[src/rtl/e203_ifu_jalr_sched_pkg.sv]
// Shared defines for the IFU jalr scheduler: FSM state encodings and
// the register-index constants used to classify jalr sources.
package e203_ifu_jalr_sched_pkg;

    typedef enum logic [2:0] {
        ST_IDLE    = 3'd0,
        ST_DEP_X1  = 3'd1,
        ST_DEP_XN  = 3'd2,
        ST_RD_REQ  = 3'd3,
        ST_RD_DATA = 3'd4
    } jalr_state_e;

    localparam logic [4:0] RIDX_X0 = 5'd0;
    localparam logic [4:0] RIDX_X1 = 5'd1;

endpackage

[src/rtl/e203_ifu_jalr_sched_add.sv]
// Single 32-bit op1+imm adder shared by every prediction path.
module e203_ifu_jalr_sched_add (
    input  logic [31:0] op1,
    input  logic [31:0] imm,
    output logic [31:0] sum
);

    // 32-bit wrap-around add
    assign sum = op1 + imm;

endmodule

[src/rtl/e203_ifu_jalr_sched.sv]
// IFU branch/jump target predictor with jalr operand scheduling.
// jal/bxx/non-branch and jalr x0/x1 resolve in the fetch cycle when
// possible; jalr with another rs1 waits for the pipe to drain and then
// borrows the shared RF read port for one cycle.
// Optional feature: define E203_IFU_BTFN_EN to predict backward bxx taken.
module e203_ifu_jalr_sched
    import e203_ifu_jalr_sched_pkg::*;
(
    input  logic        clk,
    input  logic        rst_n,
    input  logic        f_valid,
    output logic        f_ready,
    input  logic [31:0] f_pc,
    input  logic        dec_bjp,
    input  logic        dec_jal,
    input  logic        dec_jalr,
    input  logic        dec_bxx,
    input  logic [4:0]  dec_jalr_rs1idx,
    input  logic [31:0] dec_bjp_imm,
    input  logic        oitf_empty,
    input  logic        ir_empty,
    input  logic        ir_rdwen,
    input  logic [4:0]  ir_rdidx,
    input  logic        ir_rs1en,
    input  logic [31:0] rf_x1,
    input  logic [31:0] rf_xn_rdata,
    output logic        rf_rd_req,
    output logic [4:0]  rf_rd_idx,
    output logic        prdt_taken,
    output logic [31:0] prdt_pc,
    input  logic        flush_req
);

    jalr_state_e state, state_nxt;
    logic [4:0]  cap_rs1;
    logic [31:0] cap_imm;
    logic [31:0] xn_q;
    logic        data_ph;   // 0: capturing rdata, 1: presenting result

    logic        x1_dep;
    logic        bxx_tk;
    logic        rdy, tk, req;
    logic [31:0] op1, imm, sum;

    assign x1_dep = ~oitf_empty | (ir_rdwen & (ir_rdidx == RIDX_X1));

`ifdef E203_IFU_BTFN_EN
    assign bxx_tk = dec_bjp_imm[31];
`else
    assign bxx_tk = 1'b0;
`endif

    // next-state, operand selection and handshake decode
    always_comb begin
        state_nxt = state;
        rdy       = 1'b0;
        tk        = 1'b0;
        req       = 1'b0;
        op1       = f_pc;
        imm       = dec_bjp_imm;
        case (state)
            ST_IDLE: begin
                if (f_valid && !flush_req) begin
                    if (dec_bjp && dec_jal) begin
                        rdy = 1'b1;
                        tk  = 1'b1;
                    end else if (dec_bjp && dec_bxx) begin
                        rdy = 1'b1;
                        tk  = bxx_tk;
                        if (!bxx_tk) imm = 32'd4;
                    end else if (dec_bjp && dec_jalr) begin
                        tk = 1'b1;
                        if (dec_jalr_rs1idx == RIDX_X0) begin
                            op1 = 32'd0;
                            rdy = 1'b1;
                        end else if (dec_jalr_rs1idx == RIDX_X1) begin
                            op1 = rf_x1;
                            if (x1_dep) state_nxt = ST_DEP_X1;
                            else        rdy = 1'b1;
                        end else begin
                            state_nxt = ST_DEP_XN;
                        end
                    end else begin
                        rdy = 1'b1;
                    end
                end
            end
            ST_DEP_X1: begin
                tk  = 1'b1;
                op1 = rf_x1;
                imm = cap_imm;
                if (flush_req) begin
                    state_nxt = ST_IDLE;
                end else if (!x1_dep) begin
                    rdy       = 1'b1;
                    state_nxt = ST_IDLE;
                end
            end
            ST_DEP_XN: begin
                if (flush_req)                   state_nxt = ST_IDLE;
                else if (oitf_empty && ir_empty) state_nxt = ST_RD_REQ;
            end
            ST_RD_REQ: begin
                req = ~ir_rs1en & ~flush_req;
                if (flush_req) state_nxt = ST_IDLE;
                else if (req)  state_nxt = ST_RD_DATA;
            end
            ST_RD_DATA: begin
                tk  = 1'b1;
                op1 = xn_q;
                imm = cap_imm;
                if (flush_req) begin
                    state_nxt = ST_IDLE;
                end else if (data_ph) begin
                    rdy       = 1'b1;
                    state_nxt = ST_IDLE;
                end
            end
            default: state_nxt = ST_IDLE;
        endcase
    end

    e203_ifu_jalr_sched_add u_add (
        .op1 (op1),
        .imm (imm),
        .sum (sum)
    );

    // outputs are quiet outside a completed prediction and while in reset
    assign f_ready    = rdy & rst_n;
    assign prdt_taken = f_ready & tk;
    assign prdt_pc    = f_ready ? sum : 32'd0;
    assign rf_rd_req  = req & rst_n;
    assign rf_rd_idx  = (rst_n && state == ST_RD_REQ) ? cap_rs1 : 5'd0;

    // FSM state, operand capture on leaving IDLE, rdata capture in RD_DATA
    always_ff @(posedge clk or negedge rst_n) begin
        if (!rst_n) begin
            state   <= ST_IDLE;
            cap_rs1 <= 5'd0;
            cap_imm <= 32'd0;
            xn_q    <= 32'd0;
            data_ph <= 1'b0;
        end else begin
            state <= state_nxt;
            if (state == ST_IDLE && state_nxt != ST_IDLE) begin
                cap_rs1 <= dec_jalr_rs1idx;
                cap_imm <= dec_bjp_imm;
            end
            if (state == ST_RD_DATA && state_nxt == ST_RD_DATA && !data_ph) begin
                xn_q    <= rf_xn_rdata;
                data_ph <= 1'b1;
            end else begin
                data_ph <= 1'b0;
            end
        end
    end

endmodule

[config.mk]
export PLATFORM = sky130hd
export DESIGN_NAME = e203_ifu_jalr_sched
export DESIGN_NICKNAME = d
export VERILOG_FILES = /design/src/rtl/e203_ifu_jalr_sched_pkg.sv /design/src/rtl/e203_ifu_jalr_sched_add.sv /design/src/rtl/e203_ifu_jalr_sched.sv
export SDC_FILE = /design/constraint.sdc
export NUM_CORES = 1
export LEC_CHECK = 0
export BUFFER_PORTS_ARGS = -buffer_cell sky130_fd_sc_hd__buf_2
export CAP_MARGIN = 20
export CELL_PAD_IN_SITES_DETAIL_PLACEMENT = 0
export CELL_PAD_IN_SITES_GLOBAL_PLACEMENT = 1
export CORE_UTILIZATION = 30
export DETAILED_ROUTE_END_ITERATION = 7
export PLACE_DENSITY = 0.69
export SKIP_CTS_REPAIR_TIMING = 1
export SYNTH_ARGS = -nofsm -noshare
export SYNTH_HDL_FRONTEND = slang
export SYNTH_SLANG_ARGS = --single-unit
[constraint.sdc]
create_clock -name clk -period 4.8 [get_ports clk]
set_input_delay 0.72 -clock clk [delete_from_list [all_inputs] [get_ports clk]]
set_output_delay 0.72 -clock clk [all_outputs]
set_load 0.01 [all_outputs]
==> impl_results.md <==
* Area Overhead vs Synth at 46.2%
* Post-Syn Instances at 829
* Logic gate share of total power at 0.755
* DIE HEIGHT at 149 um
* # IOs at 190
* Largest net degree at the start of global routing at 46
* Fin crit share at 1.02
* Post-synth top area cell: dfrtp_1
* Antenna violations before repair at 0
* Peak supply drop at 257 uV
* Flop pwr share at 0.145
* Row count at 53
* Final setup vio count at 3
* First-pass GRT wire length at 37.6 mm
* RSZ-0062 raised after global routing: true
* Clk_skew at 11.0 ps
* Flop and latch count out of synthesis at 73
* Fmax at 204 MHz
* Critical register-to-register path startpoint: state[1]$_DFF_PN0_
* Layout cells sized above 1 at 0.425
* Worst slew margin at 0.548
* GRT Resource Usage Total at 0.222
* R2R depth at 7
* Clock sink count at 73
* Initial core utilization at 0.308
* Synth Net Count at 1011
* Port Buffers at 189
* TritonCTS buffer count at 9
* Remaining global-route overflow at 0
* HPWL after detailed placement at 19.0 mm
* Met3 Use GR at 0.0367
* Hold_ws at 206 ps
* Most Used Layer, Global Route: met2
* CP Capture Type: primary output
* Initial drt markers at 367
* Net Sw Frac at 0.441
* Die area at 22200 sq um
* CTS tree: done
* Vias per inst at 5.12
* Arrival time worst endpoint at 4180 ps
* Max cap viols at 0
* Post-route core utilization at 0.450
* Met2 Use GR at 0.351
* Die Wd at 149 um
* Nets at 1295
* Worst slew pin tran at 678 ps
* Wirelength per Cell at 17.8 um
* Primary FF master, synth: dfrtp_1
* Status: finished with violations
* Post-place setup slack at -223 ps
* Area share of the largest cell type after synthesis at 0.282
* Final worst slack at -97.2 ps
* Fin. max-slew vios at 0
* Final Hold Viols at 0
* Worst skew pair latency at 350 ps
* Pint at 3550 uW
* Setup crit start kind: input port
* CTS Buffer Depth at 2
* Worst-path fanout max at 4
* Most common cell after layout, fill and taps aside: nand2_1
* RR Endpoint: cap_imm[22]$_DFFE_PN0P_
* Pwr dens at 671 nW/um^2
* GP Congestion at 0.913
* Reg clk slew, reported paths at 60 ps
* Critical Path RT at 4080 ps
* DR vias at 7124
* Antenna cells at 0
* Number of H-tree levels at 3
* Switch Pwr at 2810 uW
* Post-route ant nets at 0
* Sequential fraction of the synthesis area at 0.282
* Syn. warnings at 0
* Post-synth EDFFs at 0
* Post-Syn Area at 6490 sq um
* Reg2reg setup slack at 1940 ps
* Clk network pwr share at 0.100
* GR Util met1 at 0.302
* Commonest cells after routing, fill and taps aside: nand2_1, buf_2, buf_4
* Ranking of synthesized cells by area: dfrtp_1, nand2_1, mux2_4
* Hold Crit Class: in -> async
* Setup Crit Path Kind: in -> out
* DRC at 0
* Clock Tree Root: clkbuf_16
* Final Critical Period at 4900 ps
* Number of global-route vias before repair at 6883
* Final WL at 24.8 mm
* Failing checks: setup timing
* Leak pwr at 0.00461 uW
* Cell variety after synth at 78
* Mean Syn Cell Area at 7.83 sq um
* FFs w/ async S/R, synth at 1.00
* Core area at 21100 sq um
* First-pass DRT Iterations at 6
cell usage after synthesis, types with 4 or more instances:
master	instances
a211oi_1	4
a21o_1	11
a21oi_1	65
a22oi_1	31
a31oi_1	8
and2_1	11
and3_1	11
buf_1	4
buf_2	7
clkbuf_1	34
dfrtp_1	73
ha_1	31
inv_1	11
mux2_2	7
mux2_4	30
nand2_1	218
nand2b_1	6
nand3_1	8
nand3b_1	5
nor2_1	39
nor2b_1	8
nor3_1	9
nor3b_1	5
o211ai_1	7
o21a_1	25
o21ai_0	70
o21bai_1	4
xnor2_1	10
xor2_1	9
layout make-up:
cell class                 count  area (sq um)
clock buffer                   9           225
clock inverter                 6          36.3
fill                        2176         11600
inverter                      12          45.0
multi-input combinational    695          4900
sequential                    73          1830
tap                          275           344
timing repair buffer         322          2110
power by group through the flow:
stage | sequential [uW] | combinational, uW | clock, uW
CTS | 920 | 4070 | 650
floorplan | 895 | 2590 | 0
detailed placement | 926 | 4050 | 0
global route | 946 | 5240 | 667
global placement | 925 | 4030 | 0
finish | 923 | 4810 | 635
stage by stage:
step                      cells  TNS (ps)  area, sq um  power [uW]
after floorplan             829         0         6490        3490
after global placement     1359     -1320         8470        4960
after detailed placement   1359     -1430         8470        4980
after CTS                  1374     -2250         8730        5640
after global routing       1392     -1390         9490        6850
final                      1392      -162         9490        6360
registers in the layout, indices dropped and copies added (netlist names):
| signal | count |
|---|---|
| cap_imm | 32 |
| cap_rs1 | 5 |
| data_ph | 1 |
| state | 3 |
| xn_q | 32 |
critical path, cell delays in order:
cell and delay [ps]:
buf_6 90, and4bb_4 330, and2_4 160, and3_4 200
o21ai_1 60, a21oi_1 120, o21a_1 150, ha_2 180
inv_2 40, fa_2 380, nor2b_4 160, o2111ai_4 180
a311oi_2 350, buf_4 160, o211ai_1 110, o2111a_1 160
or3_4 330, a21oi_2 130, buf_2 150
worst max path at each step:
stage                     slack, ps  depth (start not counted)           to                from
after floorplan                 100                         16  prdt_pc[29]  dec_jalr_rs1idx[3]
after global placement         -250                         20  prdt_pc[12]  dec_jalr_rs1idx[3]
after detailed placement       -220                         20  prdt_pc[12]  dec_jalr_rs1idx[3]
after CTS                      -260                         15  prdt_pc[30]  state[0]$_DFF_PN0_
after global routing           -300                         17  prdt_pc[24]  state[1]$_DFF_PN0_
final                          -100                         19  prdt_pc[24]             dec_jal
cell families after synthesis:
group / synth area share
AO/OA/AOI/OAI: 0.256
flip-flops: 0.282
adder cells (fa/ha/maj): 0.0629
buffers and inverters: 0.0453
multiplexers: 0.0847
XOR/XNOR: 0.0256
AND/OR/NAND/NOR: 0.244
layer usage:
metal / part of all wire / vias to the layer above
li1: - / 3507
met1: 0.46 / 3385
met2: 0.46 / 197
met3: 0.049 / 35
met4: 0.023 / 0
met5: 0 / -
No activity file was read; power rests on OpenSTA's default activity.
